### src/rtl/motor_ctrl_pkg.sv
// Shared definitions for the motor trip controller and the supervisor that
// decodes its state output.
package motor_ctrl_pkg;

    localparam int STATE_W      = 3;
    localparam int RETRY_W      = 4;
    localparam int TRIP_TOTAL_W = 8;

    typedef enum logic [STATE_W-1:0] {
        ST_IDLE     = 3'd0,
        ST_RUN      = 3'd1,
        ST_TRIP     = 3'd2,
        ST_COOLDOWN = 3'd3,
        ST_LOCKOUT  = 3'd4
    } state_e;

    function automatic logic [RETRY_W-1:0] sat_inc_retry(input logic [RETRY_W-1:0] v);
        return (v == '1) ? v : v + 1'b1;
    endfunction

    function automatic logic [TRIP_TOTAL_W-1:0] sat_inc_total(input logic [TRIP_TOTAL_W-1:0] v);
        return (v == '1) ? v : v + 1'b1;
    endfunction

endpackage

### src/rtl/cycle_timer.sv
// Loadable down-counter that stops at zero and flags it; load wins over
// decrement.
module cycle_timer #(
    parameter int MAX_COUNT = 1000
) (
    input  logic                           clk,
    input  logic                           rst_n,
    input  logic                           load,
    input  logic [$clog2(MAX_COUNT+1)-1:0] load_val,
    input  logic                           dec,
    output logic                           zero
);

    localparam int W = $clog2(MAX_COUNT + 1);

    logic [W-1:0] count_q, count_d;

    always_comb begin
        count_d = count_q;
        if (load) begin
            count_d = load_val;
        end else if (dec && (count_q != '0)) begin
            count_d = count_q - 1'b1;
        end
    end

    always_ff @(posedge clk or negedge rst_n) begin
        if (!rst_n) begin
            count_q <= '0;
        end else begin
            count_q <= count_d;
        end
    end

    assign zero = (count_q == '0);

endmodule

### src/rtl/motor_trip_controller.sv
// Motor protection FSM: trips on fault, cools down, auto-restarts, and
// latches a lockout after too many consecutive failed restarts.
module motor_trip_controller
    import motor_ctrl_pkg::*;
#(
    parameter int COOLDOWN_CYCLES = 1000,
    parameter int MAX_RETRIES     = 3,
    parameter int HEALTHY_CYCLES  = 5000
) (
    input  logic                    clk,
    input  logic                    rst_n,
    input  logic                    fault_detected,
    input  logic                    start_cmd,
    input  logic                    stop_cmd,
    input  logic                    clear_lockout,
    output logic                    motor_en,
    output logic                    lockout,
    output logic                    trip_pulse,
    output logic [STATE_W-1:0]      state,
    output logic [RETRY_W-1:0]      retry_cnt,
    output logic [TRIP_TOTAL_W-1:0] trip_total
);

    localparam int COOL_W = $clog2(COOLDOWN_CYCLES + 1);
    localparam int HLTH_W = $clog2(HEALTHY_CYCLES + 1);
    localparam logic [COOL_W-1:0] COOL_LOAD = COOL_W'(COOLDOWN_CYCLES);
    localparam logic [HLTH_W-1:0] HLTH_LOAD = HLTH_W'(HEALTHY_CYCLES - 1);

    state_e                  state_q, state_d;
    logic [RETRY_W-1:0]      retry_q, retry_d, retry_base;
    logic [TRIP_TOTAL_W-1:0] total_q, total_d;

    logic              cool_load, cool_dec, cool_zero;
    logic [COOL_W-1:0] cool_val;
    logic              hlth_load, hlth_dec, hlth_zero;
    logic [HLTH_W-1:0] hlth_val;

    cycle_timer #(.MAX_COUNT(COOLDOWN_CYCLES)) u_cool_timer (
        .clk      (clk),
        .rst_n    (rst_n),
        .load     (cool_load),
        .load_val (cool_val),
        .dec      (cool_dec),
        .zero     (cool_zero)
    );

    // Healthy timer holds HEALTHY_CYCLES-1 on RUN entry so it hits zero on
    // the HEALTHY_CYCLES-th RUN cycle.
    cycle_timer #(.MAX_COUNT(HEALTHY_CYCLES)) u_hlth_timer (
        .clk      (clk),
        .rst_n    (rst_n),
        .load     (hlth_load),
        .load_val (hlth_val),
        .dec      (hlth_dec),
        .zero     (hlth_zero)
    );

    always_comb begin
        state_d    = state_q;
        retry_d    = retry_q;
        retry_base = retry_q;
        total_d    = total_q;
        cool_load  = 1'b0;
        cool_val   = COOL_LOAD;
        cool_dec   = 1'b0;
        hlth_load  = 1'b0;
        hlth_val   = HLTH_LOAD;
        hlth_dec   = 1'b0;

        case (state_q)
            ST_IDLE: begin
                if (start_cmd && !fault_detected) begin
                    state_d   = ST_RUN;
                    hlth_load = 1'b1;
                end
            end
            ST_RUN: begin
                // A run that completes its healthy window this cycle counts as healthy
                // even if a fault arrives on the same edge.
                if (hlth_zero) begin
                    retry_base = '0;
                    hlth_load  = 1'b1;
                end else begin
                    hlth_dec = 1'b1;
                end
                retry_d = retry_base;
                if (fault_detected) begin
                    state_d   = ST_TRIP;
                    retry_d   = sat_inc_retry(retry_base);
                    total_d   = sat_inc_total(total_q);
                    hlth_load = 1'b1;
                    hlth_val  = '0;
                end else if (stop_cmd) begin
                    state_d   = ST_IDLE;
                    hlth_load = 1'b1;
                    hlth_val  = '0;
                end
            end
            ST_TRIP: begin
                if (int'(retry_q) > MAX_RETRIES) begin
                    state_d = ST_LOCKOUT;
                end else begin
                    state_d   = ST_COOLDOWN;
                    cool_load = 1'b1;
                end
            end
            ST_COOLDOWN: begin
                if (stop_cmd) begin
                    state_d   = ST_IDLE;
                    cool_load = 1'b1;
                    cool_val  = '0;
                end else if (cool_zero) begin
                    if (fault_detected) begin
                        cool_load = 1'b1;
                    end else begin
                        state_d   = ST_RUN;
                        hlth_load = 1'b1;
                    end
                end else begin
                    cool_dec = 1'b1;
                end
            end
            ST_LOCKOUT: begin
                if (clear_lockout) begin
                    state_d = ST_IDLE;
                    retry_d = '0;
                end
            end
            default: begin
                state_d = ST_IDLE;
            end
        endcase
    end

    always_ff @(posedge clk or negedge rst_n) begin
        if (!rst_n) begin
            state_q <= ST_IDLE;
            retry_q <= '0;
            total_q <= '0;
        end else begin
            state_q <= state_d;
            retry_q <= retry_d;
            total_q <= total_d;
        end
    end

    assign state      = state_q;
    assign motor_en   = (state_q == ST_RUN);
    assign lockout    = (state_q == ST_LOCKOUT);
    assign trip_pulse = (state_q == ST_TRIP);
    assign retry_cnt  = retry_q;
    assign trip_total = total_q;

endmodule

### config.mk
export PLATFORM = sky130hd
export DESIGN_NAME = motor_trip_controller
export DESIGN_NICKNAME = d
export VERILOG_FILES = /design/src/rtl/motor_ctrl_pkg.sv /design/src/rtl/cycle_timer.sv /design/src/rtl/motor_trip_controller.sv
export SDC_FILE = /design/constraint.sdc
export NUM_CORES = 1
export LEC_CHECK = 0
export BUFFER_PORTS_ARGS = -buffer_cell sky130_fd_sc_hd__buf_2
export CORE_MARGIN = 5
export CORE_UTILIZATION = 60
export CTS_CLUSTER_SIZE = 16
export DETAILED_ROUTE_END_ITERATION = 6
export GPL_ROUTABILITY_DRIVEN = 0
export HOLD_SLACK_MARGIN = 0.15
export PLACE_DENSITY_LB_ADDON = 0.2
export SETUP_SLACK_MARGIN = 0.02
export SYNTH_ARGS = -nofsm -noshare
export SYNTH_HDL_FRONTEND = slang
export SYNTH_SLANG_ARGS = --single-unit
export TNS_END_PERCENT = 100
### constraint.sdc
create_clock -name clk -period 3.5 [get_ports clk]
set_input_delay 0.175 -clock clk [delete_from_list [all_inputs] [get_ports clk]]
set_output_delay 0.175 -clock clk [all_outputs]
set_load 0.05 [all_outputs]
==> impl_metrics.prom <==
# TYPE chip_impl_metric gauge
chip_impl_metric{name="postSynthAreaPerCell",unit="sq um"} 9.36
chip_impl_metric{name="hold_viol",unit=""} 0
chip_impl_metric{name="grt.met3_usage",unit="%"} 5.19
chip_impl_info{name="rr_endpoint",value="retry_cnt[1]"} 1
chip_impl_metric{name="dr_total_vias",unit=""} 1950
chip_impl_metric{name="starting_density_of_the_core",unit="%"} 61.6
chip_impl_metric{name="met2_usage",unit="%"} 30.5
chip_impl_metric{name="leakage",unit="nW"} 1.04
chip_impl_metric{name="ctsHtreeMaxLevel",unit=""} 2
chip_impl_metric{name="yosys_reg_bits",unit=""} 38
chip_impl_info{name="grt_setup_unrepaired",value="no"} 1
chip_impl_metric{name="pre_cts_slack",unit="ns"} 1.18
chip_impl_metric{name="synth-edff-count",unit=""} 0
chip_impl_metric{name="post_cts_resized",unit=""} 0
chip_impl_metric{name="gate_count_after_technology_mapping",unit=""} 241
chip_impl_metric{name="layout-drive-gt1-share",unit="%"} 16.9
chip_impl_metric{name="grt_start_max_net_pins",unit=""} 39
chip_impl_info{name="synth-main-ff-cell",value="dfrtp_1"} 1
chip_impl_metric{name="timing.final.crit_share",unit="%"} 67.0
chip_impl_metric{name="grt_pass1_vias",unit=""} 1784
chip_impl_metric{name="io_pins",unit=""} 24
chip_impl_metric{name="post_drt_wl_per_cell",unit="microns"} 15.2
chip_impl_metric{name="finish.cell_count_without_fillers",unit=""} 315
chip_impl_metric{name="count_of_final_setup_violators",unit=""} 0
chip_impl_metric{name="finalPower",unit="mW"} 2.27
chip_impl_metric{name="worst_slack",unit="ns"} 1.16
chip_impl_metric{name="clk_transition_reported_paths",unit="ns"} 0.07
chip_impl_metric{name="worst_hold_slack",unit="ns"} 0.165
chip_impl_metric{name="maximum_count_of_clock_buffers_along_a_single_path",unit=""} 2
chip_impl_info{name="min_to",value="state[2]"} 1
chip_impl_metric{name="hpwl",unit="mm"} 3.38
chip_impl_metric{name="synth-warning-count",unit=""} 0
chip_impl_metric{name="num_antenna_cells",unit=""} 0
chip_impl_info{name="launching_point_of_the_worst_reg2reg_path",value="u_hlth_timer.count_q[0]"} 1
chip_impl_info{name="cts_root_buf",value="clkbuf_8"} 1
chip_impl_metric{name="finish.net_count",unit=""} 276
chip_impl_metric{name="timing.hold.worst_path_depth",unit=""} 3
chip_impl_metric{name="groute.usage.overall",unit="%"} 20.2
chip_impl_info{name="outcome",value="finished, final reports clean"} 1
chip_impl_metric{name="port_buffers",unit=""} 23
chip_impl_metric{name="drv_slew",unit=""} 0
chip_impl_info{name="holdCritPathClass",value="primary input to flip-flop"} 1
chip_impl_info{name="most_common_library_cell_in_the_layout_ignoring_fill_and_taps",value="dfrtp_1"} 1
chip_impl_metric{name="timing.fmax",unit="GHz"} 0.427
chip_impl_metric{name="max-vdd-ir-drop",unit="uV"} 680
chip_impl_metric{name="number_of_buffers_inserted_during_clock_tree_synthesis",unit=""} 5
chip_impl_metric{name="cp.required",unit="ns"} 3.68
chip_impl_metric{name="max_cap_viol_count",unit=""} 0
chip_impl_metric{name="cts_sinks",unit=""} 38
chip_impl_metric{name="synth.cell_area",unit="sq mm"} 0.00225
chip_impl_info{name="grt.busiest_layer",value="met2"} 1
chip_impl_metric{name="worstPathMaxFanout",unit=""} 9
chip_impl_metric{name="final.setup_skew",unit="ns"} 0.00681
chip_impl_metric{name="async_reset_ff_share",unit="%"} 100
chip_impl_metric{name="core_region_area",unit="sq mm"} 0.00366
chip_impl_metric{name="drc",unit=""} 0
chip_impl_metric{name="synthesis.nets",unit=""} 251
chip_impl_metric{name="final.min_clock_period",unit="ns"} 2.34
chip_impl_metric{name="synth_seq_area_share",unit="%"} 42.2
chip_impl_metric{name="distinct_cell_type_count_after_synthesis",unit=""} 55
chip_impl_metric{name="die_y_extent",unit="microns"} 71.3
chip_impl_metric{name="numPlacedInstances",unit=""} 306
chip_impl_info{name="worstSetupPathType",value="flip-flop to flip-flop"} 1
chip_impl_metric{name="global_route_wire_length_before_repair",unit="mm"} 8.34
chip_impl_metric{name="global_route.usage.met1",unit="%"} 29.0
chip_impl_metric{name="worst_path_largest_cell_delay",unit="ns"} 0.41
chip_impl_metric{name="power_density",unit="mW/mm^2"} 900
chip_impl_metric{name="dieWidth",unit="microns"} 71.3
chip_impl_metric{name="routed_via_density",unit=""} 6.19
chip_impl_metric{name="worstRegToRegCells",unit=""} 11
chip_impl_info{name="cts_tree",value="yes"} 1
chip_impl_info{name="startpoint_of_the_worst_hold_path",value="clear_lockout"} 1
chip_impl_metric{name="fin_tns_setup",unit="ns"} 0
chip_impl_info{name="timing.critical_path.from_type",value="flip-flop"} 1
chip_impl_metric{name="design.die.area",unit="sq mm"} 0.00508
chip_impl_metric{name="detail_route.wirelength",unit="mm"} 4.80
chip_impl_metric{name="r2r_setup_slack",unit="ns"} 1.16
chip_impl_info{name="worst_setup_path_end_kind",value="flip-flop"} 1
chip_impl_metric{name="clk-insertion-delay-late",unit="ns"} 0.29
chip_impl_metric{name="antenna_found_initial",unit=""} 0
chip_impl_metric{name="syn_to_final_growth",unit="%"} 11.7
chip_impl_metric{name="antenna_left",unit=""} 0
chip_impl_info{name="worst_path_max_delay_cell",value="dfrtp_1"} 1
chip_impl_metric{name="pin_slew_with_the_least_headroom_to_its_limit",unit="ns"} 0.808
chip_impl_metric{name="grt_residual_overflow",unit=""} 0
chip_impl_info{name="most_frequent_cells_in_the_layout",value="dfrtp_1, buf_2, nand2_1"} 1
chip_impl_info{name="crit_path_cells",value="inv_1, ha_1, nor2b_1, nand4_1, buf_4, and2_1, ha_1, nand3_1, and2_1, o31ai_1, o2bb2ai_1"} 1
chip_impl_metric{name="detailed_routing_iterations_pass_1",unit=""} 4
chip_impl_metric{name="drt_first_iter_violations",unit=""} 135
chip_impl_metric{name="cp_data_arrival_time",unit="ns"} 2.52
chip_impl_metric{name="row_count",unit=""} 22
chip_impl_metric{name="slew_headroom",unit="%"} 46.1
cell usage after synthesis (6+ instances only):
library cell | count | area share, %
dfrtp_1 | 38 | 42
nand2_1 | 19 | 3.2
nor2_1 | 15 | 2.5
nand3_1 | 14 | 3.1
a21oi_1 | 13 | 2.9
o21ai_0 | 12 | 2.7
a31oi_1 | 11 | 3.1
a211oi_1 | 7 | 2.3
inv_1 | 7 | 1.2
nand4_1 | 7 | 1.9
xnor2_1 | 7 | 2.7
clkbuf_1 | 6 | 1.0
o31ai_1 | 6 | 2.0
state kept, by name, indices dropped and copies added (netlist names):
| register | flops |
|---|---|
| retry_cnt | 4 |
| state | 3 |
| trip_total | 8 |
| u_cool_timer.count_q | 10 |
| u_hlth_timer.count_q | 13 |
where the power goes:
group / internal [mW] / switching (mW)
logic: 0.395 / 0.726
registers: 0.604 / 0.226
clock network: 0.158 / 0.158
stage by stage:
step / util [%] / cell area (sq um)
after global placement: 65.9 / 2410
after floorplan: - / 2250
final: 68.8 / 2520
after CTS: 68.8 / 2520
after detailed placement: 65.9 / 2410
after global routing: 68.8 / 2520
layout make-up:
class	instances	area, sq um
timing repair buffer	26	140
clock inverter	2	12.5
inverter	8	35.0
fill	291	1140
tap	48	60.1
clock buffer	6	82.6
multi-input combinational	187	1240
sequential	38	951
logic make-up after synthesis:
kind of cell | synth area share, %
AO/OA/AOI/OAI | 20.3
XOR/XNOR | 3.50
adder cells (fa/ha/maj) | 2.22
buffers and inverters | 3.00
flip-flops | 42.2
multiplexers | 0.943
AND/OR/NAND/NOR | 27.9
worst max-delay path, delay by kind of cell (launching register included):
kind,cells,cell delay [ns]
fa+ha+maj,2,0.43
simple gates,5,0.92
flops,1,0.41
buf+inv,2,0.27
compound gates,2,0.21
worst max path at each step:
stage                                        from                      end  depth (start not counted)
final                     u_hlth_timer.count_q[0]             retry_cnt[1]                         11
after global routing      u_hlth_timer.count_q[9]             retry_cnt[0]                          9
after CTS                 u_hlth_timer.count_q[0]             retry_cnt[1]                         11
after detailed placement  u_hlth_timer.count_q[0]             retry_cnt[1]                         11
after global placement    u_hlth_timer.count_q[0]             retry_cnt[1]                         11
after floorplan                          state[0]  u_hlth_timer.count_q[1]                          5
routing by layer:
metal / vias up / routed length (microns)
li1: 983 / -
met1: 923 / 2330
met2: 40 / 2210
met3: 4 / 224
met4: 0 / 32
met5: - / 0
timing repair:
action | 4_1_cts | 5_1_grt
endpoints found under the hold margin | 38 | 0
buffers inserted | 0 | 0
hold buffers | 1 | 0
No activity file was read; power rests on OpenSTA's default activity.
